### config.mk
export PLATFORM = sky130hd
export DESIGN_NAME = montador_instrucao
export DESIGN_NICKNAME = d
export VERILOG_FILES = /design/src/rtl/montador_instrucao_pkg.sv /design/src/rtl/montador_instrucao_codificador_imediato.sv /design/src/rtl/montador_instrucao.sv
export SDC_FILE = /design/constraint.sdc
export NUM_CORES = 1
export LEC_CHECK = 0
export CORE_MARGIN = 10
export CORE_UTILIZATION = 45
export CTS_BUF_LIST = sky130_fd_sc_hd__clkbuf_4
export DETAILED_ROUTE_END_ITERATION = 16
export PLACE_DENSITY = 0.72
export REMOVE_ABC_BUFFERS = 1
export SYNTH_ARGS = -nofsm -noshare
export SYNTH_HDL_FRONTEND = slang
export SYNTH_SLANG_ARGS = --single-unit
### constraint.sdc
create_clock -name clk -period 12.12 [get_ports clk]
set_clock_uncertainty 0.2 [all_clocks]
set_input_delay 1.212 -clock clk [delete_from_list [all_inputs] [get_ports clk]]
set_output_delay 1.212 -clock clk [all_outputs]
set_load 0.02 [all_outputs]
### src/rtl/montador_instrucao_pkg.sv
// Shared RV32I definitions: instruction format codes, opcodes, the NOP word
// and the field bundle latched by the instruction assembler.
package montador_instrucao_pkg;

    localparam logic [2:0] FMT_R = 3'd0;
    localparam logic [2:0] FMT_I = 3'd1;
    localparam logic [2:0] FMT_S = 3'd2;
    localparam logic [2:0] FMT_B = 3'd3;
    localparam logic [2:0] FMT_U = 3'd4;
    localparam logic [2:0] FMT_J = 3'd5;

    localparam logic [6:0] OP_IMM = 7'b0010011;
    localparam logic [6:0] STORE  = 7'b0100011;
    localparam logic [6:0] BRANCH = 7'b1100011;
    localparam logic [6:0] LUI    = 7'b0110111;
    localparam logic [6:0] JAL    = 7'b1101111;
    localparam logic [6:0] OP     = 7'b0110011;

    localparam logic [31:0] NOP = 32'h0000_0013;

    typedef enum logic [1:0] {
        OCIOSO   = 2'd0,
        CODIFICA = 2'd1,
        SAIDA    = 2'd2
    } estado_t;

    typedef struct packed {
        logic [2:0]  formato;
        logic [6:0]  opcode;
        logic [4:0]  rd;
        logic [4:0]  rs1;
        logic [4:0]  rs2;
        logic [2:0]  funct3;
        logic [6:0]  funct7;
        logic [31:0] imm;
    } campos_t;

endpackage

### src/rtl/montador_instrucao_codificador_imediato.sv
// Combinational RV32I encoder: packs the latched fields into a word and
// reports whether the immediate fits the chosen format.
module codificador_imediato
    import montador_instrucao_pkg::*;
(
    input  campos_t     campos_i,
    output logic [31:0] palavra_o,
    output logic        legal_o
);

    logic signed [31:0] imm_s;
    logic [31:0]        im;

    assign im    = campos_i.imm;
    assign imm_s = $signed(campos_i.imm);

    always_comb begin
        palavra_o = '0;
        legal_o   = 1'b0;
        case (campos_i.formato)
            FMT_R: begin
                palavra_o = {campos_i.funct7, campos_i.rs2, campos_i.rs1,
                             campos_i.funct3, campos_i.rd, campos_i.opcode};
                legal_o   = 1'b1;
            end
            FMT_I: begin
                palavra_o = {im[11:0], campos_i.rs1, campos_i.funct3,
                             campos_i.rd, campos_i.opcode};
                legal_o   = (imm_s >= -32'sd2048) && (imm_s <= 32'sd2047);
            end
            FMT_S: begin
                palavra_o = {im[11:5], campos_i.rs2, campos_i.rs1,
                             campos_i.funct3, im[4:0], campos_i.opcode};
                legal_o   = (imm_s >= -32'sd2048) && (imm_s <= 32'sd2047);
            end
            FMT_B: begin
                palavra_o = {im[12], im[10:5], campos_i.rs2, campos_i.rs1,
                             campos_i.funct3, im[4:1], im[11], campos_i.opcode};
                legal_o   = (imm_s >= -32'sd4096) && (imm_s <= 32'sd4094) && !im[0];
            end
            FMT_U: begin
                palavra_o = {im[31:12], campos_i.rd, campos_i.opcode};
                legal_o   = (im[11:0] == 12'd0);
            end
            FMT_J: begin
                palavra_o = {im[20], im[10:1], im[11], im[19:12],
                             campos_i.rd, campos_i.opcode};
                legal_o   = (imm_s >= -32'sd1048576) && (imm_s <= 32'sd1048574) && !im[0];
            end
            default: begin
                palavra_o = '0;
                legal_o   = 1'b0;
            end
        endcase
    end

endmodule

### src/rtl/montador_instrucao.sv
// Instruction assembler: accepts RV32I fields, emits the encoded word with its
// byte address, substituting a NOP and flagging illegal requests.
//
//   state    | meaning
//   OCIOSO   | idle, in_ready=1, latches a request when in_valid
//   CODIFICA | encodes the latched fields and registers word/error
//   SAIDA    | out_valid=1, holds word/address until out_ready
module montador_instrucao
    import montador_instrucao_pkg::*;
#(
    parameter int               ADDR_W    = 32,
    parameter logic [ADDR_W-1:0] BASE_ADDR = '0
) (
    input  logic              clk,
    input  logic              reset,
    input  logic              in_valid,
    output logic              in_ready,
    input  logic [2:0]        formato,
    input  logic [6:0]        opcode,
    input  logic [4:0]        rd,
    input  logic [4:0]        rs1,
    input  logic [4:0]        rs2,
    input  logic [2:0]        funct3,
    input  logic [6:0]        funct7,
    input  logic [31:0]       imm,
    output logic              out_valid,
    input  logic              out_ready,
    output logic [31:0]       instruction,
    output logic [ADDR_W-1:0] address,
    output logic              erro,
    output logic [7:0]        n_erros
);

    estado_t           estado_q, estado_d;
    campos_t           campos_q, campos_d;
    logic [31:0]       instr_q, instr_d;
    logic [ADDR_W-1:0] addr_q, addr_d;
    logic              erro_q, erro_d;
    logic [7:0]        nerr_q, nerr_d;

    logic [31:0] palavra;
    logic        legal;

    codificador_imediato u_codificador (
        .campos_i  (campos_q),
        .palavra_o (palavra),
        .legal_o   (legal)
    );

    always_ff @(posedge clk or posedge reset) begin
        if (reset) begin
            estado_q <= OCIOSO;
            campos_q <= '0;
            instr_q  <= '0;
            addr_q   <= BASE_ADDR;
            erro_q   <= 1'b0;
            nerr_q   <= '0;
        end else begin
            estado_q <= estado_d;
            campos_q <= campos_d;
            instr_q  <= instr_d;
            addr_q   <= addr_d;
            erro_q   <= erro_d;
            nerr_q   <= nerr_d;
        end
    end

    always_comb begin
        estado_d = estado_q;
        campos_d = campos_q;
        instr_d  = instr_q;
        addr_d   = addr_q;
        erro_d   = erro_q;
        nerr_d   = nerr_q;
        case (estado_q)
            OCIOSO: begin
                if (in_valid) begin
                    campos_d.formato = formato;
                    campos_d.opcode  = opcode;
                    campos_d.rd      = rd;
                    campos_d.rs1     = rs1;
                    campos_d.rs2     = rs2;
                    campos_d.funct3  = funct3;
                    campos_d.funct7  = funct7;
                    campos_d.imm     = imm;
                    estado_d         = CODIFICA;
                end
            end
            CODIFICA: begin
                instr_d  = legal ? palavra : NOP;
                erro_d   = !legal;
                if (!legal && (nerr_q != 8'hFF)) begin
                    nerr_d = nerr_q + 8'd1;
                end
                estado_d = SAIDA;
            end
            SAIDA: begin
                // Illegal words still consume an address so the program layout holds.
                if (out_ready) begin
                    addr_d   = addr_q + ADDR_W'(4);
                    erro_d   = 1'b0;
                    estado_d = OCIOSO;
                end
            end
            default: estado_d = OCIOSO;
        endcase
    end

    assign in_ready    = (estado_q == OCIOSO);
    assign out_valid   = (estado_q == SAIDA);
    assign instruction = instr_q;
    assign address     = addr_q;
    assign erro        = erro_q;
    assign n_erros     = nerr_q;

endmodule

== Word level (Yosys, flattened, before mapping) ==
Index checks and enable logic that the tools add are counted.
Storage, ports and cells
  register bits after elaboration: 142
  input bits: 71
  output and inout port bits: 75
  word-level logic and storage cells: 57
Operators by class
  add/subtract/negate cells: 2
  $lt $le $gt $ge: 6
  eq/ne operators: 10
  muxes and demuxes: 8
  reductions and logical operators: 18
Operators with widths (count)
  $pmux 32 s6: 1
  $add 32x3->32 const B: 1
  $ge 32x12->1 const B: 1
  $ge 32x13->1 const B: 1
  $ge 32x21->1 const B: 1
  $le 32x12->1 const B: 1
  $le 32x13->1 const B: 1
  $le 32x21->1 const B: 1
  $mux 32: 1
  $logic_not 12->1: 1
  $reduce_and 2->1: 5
  $add 8x1->8 const B: 1
  $ne 8x8->1 const B: 1
  $eq 3x2->1 const B: 2
  $eq 3x3->1 const B: 2
  $logic_and 1x1->1: 6
  $pmux 2 s3: 1
  $pmux 1 s5: 1
  $mux 2: 2
  $eq 3x1->1 const B: 1
  $logic_not 3->1: 1
  $eq 2x1->1 const B: 1
  $eq 2x2->1 const B: 1
  $logic_not 1->1: 2
  7 further kinds: 7

== Depth between registers and ports, before layout ==
  depth in word-level cells: 7
  mapped depth: 7
  mapped depth without buffers: 6

== Modules after synthesis ==
From an unflattened synthesis, not the netlist that was laid out.
Second synthesis, totals
  cell total of the unflattened synthesis: 588
  area total of the unflattened synthesis: 6535.0 sq um
By module, submodules not included
  montador_instrucao: times used 1, cells each 456, area an instance 5750.5 sq um, seq. area each 3503.4 sq um
  codificador_imediato: times used 1, cells each 132, area an instance 784.5 sq um, seq. area each 0.0 sq um

== Worst setup path after synthesis ==
Ideal clock, no wire load.
  path type: input to register
  start: in out_ready
  end: reg addr_q[28], in the netlist address[28]
  library setup time: 0.129 ns
  arrival time: 2.688 ns
  required time: 11.791 ns
  slack: 9.103 ns
  stages on the path: 7
  path buffers: 1
  cell sequence: and3b_1 > buf_4 > nand3_1 > or4_4 > nor2_1 > nand3_1 > xnor2_1
Between the ends
  longest elaborated chain between the ends: 1
Ends and longest elaborated chain
  from (decl): line montador_instrucao.sv:27  | input logic out_ready,
  $reduce_and 2->1 (no source line)
  to (signal assigned): line montador_instrucao.sv:62  | addr_q <= addr_d;
  to (decl): line montador_instrucao.sv:37  | logic [ADDR_W-1:0] addr_q, addr_d;
No other way between the ends.
A chain may end at the register's enable or synchronous reset.

== Worst setup path after layout ==
  start: reg estado_q[0]
  end: out out_valid
Between the ends
  longest elaborated chain between the ends: 1
Ends and longest elaborated chain
  from (decl): line montador_instrucao.sv:34  | estado_t estado_q, estado_d;
  from (signal assigned): line montador_instrucao.sv:59  | estado_q <= estado_d;
  $eq 2x2->1: line montador_instrucao.sv:110  | assign out_valid = (estado_q == SAIDA);
  to (decl): line montador_instrucao.sv:26  | output logic out_valid,
No other way between the ends.

==> out/results.env <==
ROUTED-VIA-COUNT=4650
CTS.HOLD.BUFFERS_ADDED=0
DRT_ITER0_MARKERS=256
TIMING.FINAL.MAX_SLEW_VIOLATIONS=0
CRITICAL_PATH_DEPTH=3
IR_WORST_VDD_mV=0.123
FINAL-SETUP-VIOL-COUNT=0
SYNTH_TOP_FAMILY_BY_AREA='simple AND/OR/NAND/NOR gates'
FINAL_CELL_MIX='clkdlybuf4s50_1 (143), dfrtp_1 (140), nand2_1 (80)'
TIMING.MAX_SLEW.REL_SLACK_PCT=33.4
POSTSYNTHCELLCOUNT=561
YOSYS-MUX-AREA-FRACTION_PCT=12.1
SYNTHDISTINCTLIBCELLS=44
DIE_H_UM=138
FINALWORSTSETUPSLACK_NS=8.91
TIMING.CRITICAL_PATH.FROM='estado_q[0]'
NETS=769
POST_SYNTH_MAIN_AREA_CONTRIBUTORS='dfrtp_1 (56%), mux2_2 (12%), nand2_1 (4.8%)'
FIN_TNS_SETUP_NS=0
SYNTH_COMPOUND_GATE_AREA_SHARE_PCT=9.81
YOSYS.AREA_SHARE.SIMPLE_PCT=13.4
PRE_CTS_WS_NS=8.43
SYNTH-ADDER-AREA-SHARE_PCT=0.398
HOLD_VIOLATIONS=0
PATH_DEPTH_OF_THE_WORST_REG2REG_PATH=5
SYN_TO_FINAL_GROWTH_PCT=29.6
ROWS=43
STARTPOINT_TYPE_OF_THE_WORST_SETUP_PATH='flip-flop'
POSTROUTEWIRELENGTH_UM=15900
FP.COREAREA_SQ_MM=0.0138
PLACE.PORT_BUFFERS=143
FINAL_LAYOUT_SIZE_SUFFIX_GT1_SHARE_PCT=16.9
GRT_ANTENNA_BEFORE_REPAIR=0
FIRSTDRTPASSITERS=4
CAP_VIOL_MAX_COUNT=0
FINALWORSTPATHREQUIREDPERIOD_NS=3.21
CTS_MADE_BUFFERS=17
CLKSINKCOUNT=140
FINALCRITPERIODSHARE_PCT=26.5
CLOCK_INSERTION_DELAY_WORST_SKEW_NS=0.55
POST-DP-HPWL_UM=11300
GRT_FIRST_PASS_WIRELENGTH_UM=26300
SLOWEST_DELAY_NS=0.60
YS.WARNINGS.COUNT=0
ENDPOINT='out_valid'
VIAS_PER_CELL=5.23
SYNTH_SEQ_CELLS=140
POST_SYNTH.CELL_AREA_AVG_SQ_UM=11.2
REGTOREGSETUPSLACK_NS=9.19
FINAL_COMMON_CELL='clkdlybuf4s50_1'
CTS_REPAIR_RESIZE_COUNT=0
MIN-DELAY-PATH-CLASS='flip-flop to flip-flop'
POWER.DENSITY_CELL_AREA_mW_PER_MM2=228
CRIT_FAMILY='buffers and inverters'
RR_ENDPOINT='n_erros[1]'
WORSTPATHARRIVAL_NS=1.80
WORST_PIN_SLEW_NS=0.999
CLOCKBUFFERDEPTH=2
START_UTIL_PCT=45.6
GRT_PASS1_VIAS=4904
ANTENNA_CELLS=0
DIE_OUTLINE_AREA_SQ_MM=0.0191
TIMING.RR.START='campos_q[65]'
GR_OVFL_TOTAL=0
PATH_BUF_INV=2
ANTENNA_LEFT=0
PLACE_INST=857
SYNTH_SEQUENTIAL_AREA_RATIO_PCT=55.7
GRT_SETUP_UNREPAIRED='no'
CRIT_PATH_END_KIND='output pin'
GLOBAL_ROUTE_USAGE_OVER_ALL_LAYERS_PCT=16.7
SYNTH_XOR_AREA_SHARE_PCT=5.15
LEAKAGEPOWER_nW=3.36
CHIPWIDTH_UM=138
MAPPEDNETLISTAREA_SQ_MM=0.00629
SYNTH_TOP_AREA_SHARE_PCT=55.7
OUTCOME='completed'
CRIT_PATH_CELL_TRACE='nand2b_1 > inv_1 > clkdlybuf4s50_1'
IO_PINS=146
WORST-SETUP-PATH-TYPE='flip-flop to output pin'
POST_LAYOUT_NONFILLER_INSTANCES=889
NETLIST.TOP_CELL.BY_AREA='dfrtp_1'
HTREE_NUM_LEVELS=4
GRT_START_MAX_NET_PINS=80
FILLERS=1201
TRITONCTS='built'
MAX_CLOCK_FREQ_MHz=311
CLOCK_TREE.ROOT_CELL='clkbuf_4'
WORST-PATH-MAX-FANOUT=5
CRITPATHSLOWESTCELL='clkdlybuf4s50_1'
CTS.REPORTEDPATHS.CLKPINSLEW_NS=0.12
AVERAGE_ROUTED_WIRE_PER_STANDARD_CELL_UM=17.8
PLACE.GP.CONGESTION=0.788
POSTCTSSETUPBUFFERS=0
DRC_ERRORS=0
CRITPATHREQUIREDTIME_NS=10.71
cell type report:
class                      count  area (sq um)  share of cell area, %
multi-input combinational    373          2580                   31.7
clock buffer                  17           128                   1.57
timing repair buffer         146          1450                   17.8
inverter                      18          72.6                  0.891
clock inverter                15           179                   2.20
sequential                   140          3500                   43.0
tap                          180           225                   2.76
worst min path at each step:
stage | startpoint | endpoint | slack (ns) | depth (start not counted)
floorplan | campos_q[32] | campos_q[32] | 0.28 | 1
global placement | address[31] | address[31] | 0.26 | 1
detailed placement | address[31] | address[31] | 0.27 | 1
CTS | address[31] | address[31] | 0.28 | 1
global route | address[31] | address[31] | 0.31 | 1
finish | address[31] | address[31] | 0.29 | 1
logic make-up (layout without fill, tap and decap cells):
| logic type | count (synthesis) | count (layout) |
|---|---|---|
| other | 1 | 2 |
| AOI/OAI and AO/OA | 87 | 87 |
| DFF | 140 | 140 |
| adders and majority gates | 2 | 2 |
| muxes | 68 | 68 |
| and+or+nand+nor | 177 | 177 |
| buffers and inverters | 49 | 196 |
| xor gates and xnor gates | 37 | 37 |
synthesized netlist by cell type:
| cell type | instances |
|---|---|
| a31oi_1 | 1 |
| o22ai_1 | 9 |
| and3_1 | 5 |
| nand2_1 | 80 |
| o31ai_2 | 16 |
| mux2_2 | 65 |
| clkbuf_1 | 24 |
| buf_4 | 3 |
| a21o_1 | 1 |
| o21ai_1 | 1 |
| a21oi_1 | 18 |
| nor2b_1 | 2 |
| dfrtp_1 | 140 |
| inv_1 | 18 |
| xor2_1 | 11 |
| o21ai_0 | 25 |
| xnor2_1 | 26 |
| and3b_1 | 1 |
| or2_2 | 2 |
| nand3_1 | 13 |
| and2_4 | 1 |
| nor4_1 | 9 |
| a21boi_0 | 1 |
| a22o_1 | 1 |
| nor3_1 | 5 |
| buf_2 | 1 |
| nor4b_1 | 1 |
| or4_4 | 1 |
| buf_6 | 2 |
| nand2b_1 | 3 |
| o2bb2ai_1 | 1 |
| buf_1 | 1 |
| o41a_1 | 1 |
| conb_1 | 1 |
| nor3b_1 | 4 |
| mux2i_1 | 3 |
| a22oi_1 | 12 |
| nand4_1 | 12 |
| ha_1 | 2 |
| or4_1 | 2 |
| nor4_2 | 1 |
| nor2_1 | 30 |
| and2_1 | 3 |
| and4_1 | 2 |
per-stage QoR:
| step | power, W | hold WS [ns] | utilization [%] | area [sq um] |
|---|---|---|---|---|
| final | 0.00186 | 0.286 | 59.1 | 8150 |
| after global routing | 0.00199 | 0.312 | 59.1 | 8150 |
| after global placement | 0.00152 | 0.262 | 56.9 | 7840 |
| after CTS | 0.00188 | 0.282 | 59.1 | 8150 |
| after detailed placement | 0.00155 | 0.266 | 56.9 | 7840 |
| after floorplan | 0.00125 | 0.277 | - | 6150 |
routing by layer:
layer / wire length [um] / global-route usage (%) / up-vias / share of wire [%]
met5: 0 / 0 / - / 0
met4: 95 / 4.50 / 0 / 0.60
met1: 7420 / 21.7 / 2286 / 47
met3: 911 / 5.82 / 9 / 5.7
li1: - / - / 2224 / -
met2: 7430 / 26.0 / 131 / 47
power breakdown:
group	internal, W	switching (W)
combinational	0.000354	0.000380
clock	0.000159	0.000166
sequential	0.000638	0.000162
total	0.00115	0.000708
sequential cells by signal (all words and copies together) (netlist names):
| name | cells |
|---|---|
| n_erros | 8 |
| campos_q | 67 |
| instruction | 32 |
| estado_q | 2 |
| address | 30 |
| erro | 1 |
(Power assumes the default switching activity.)
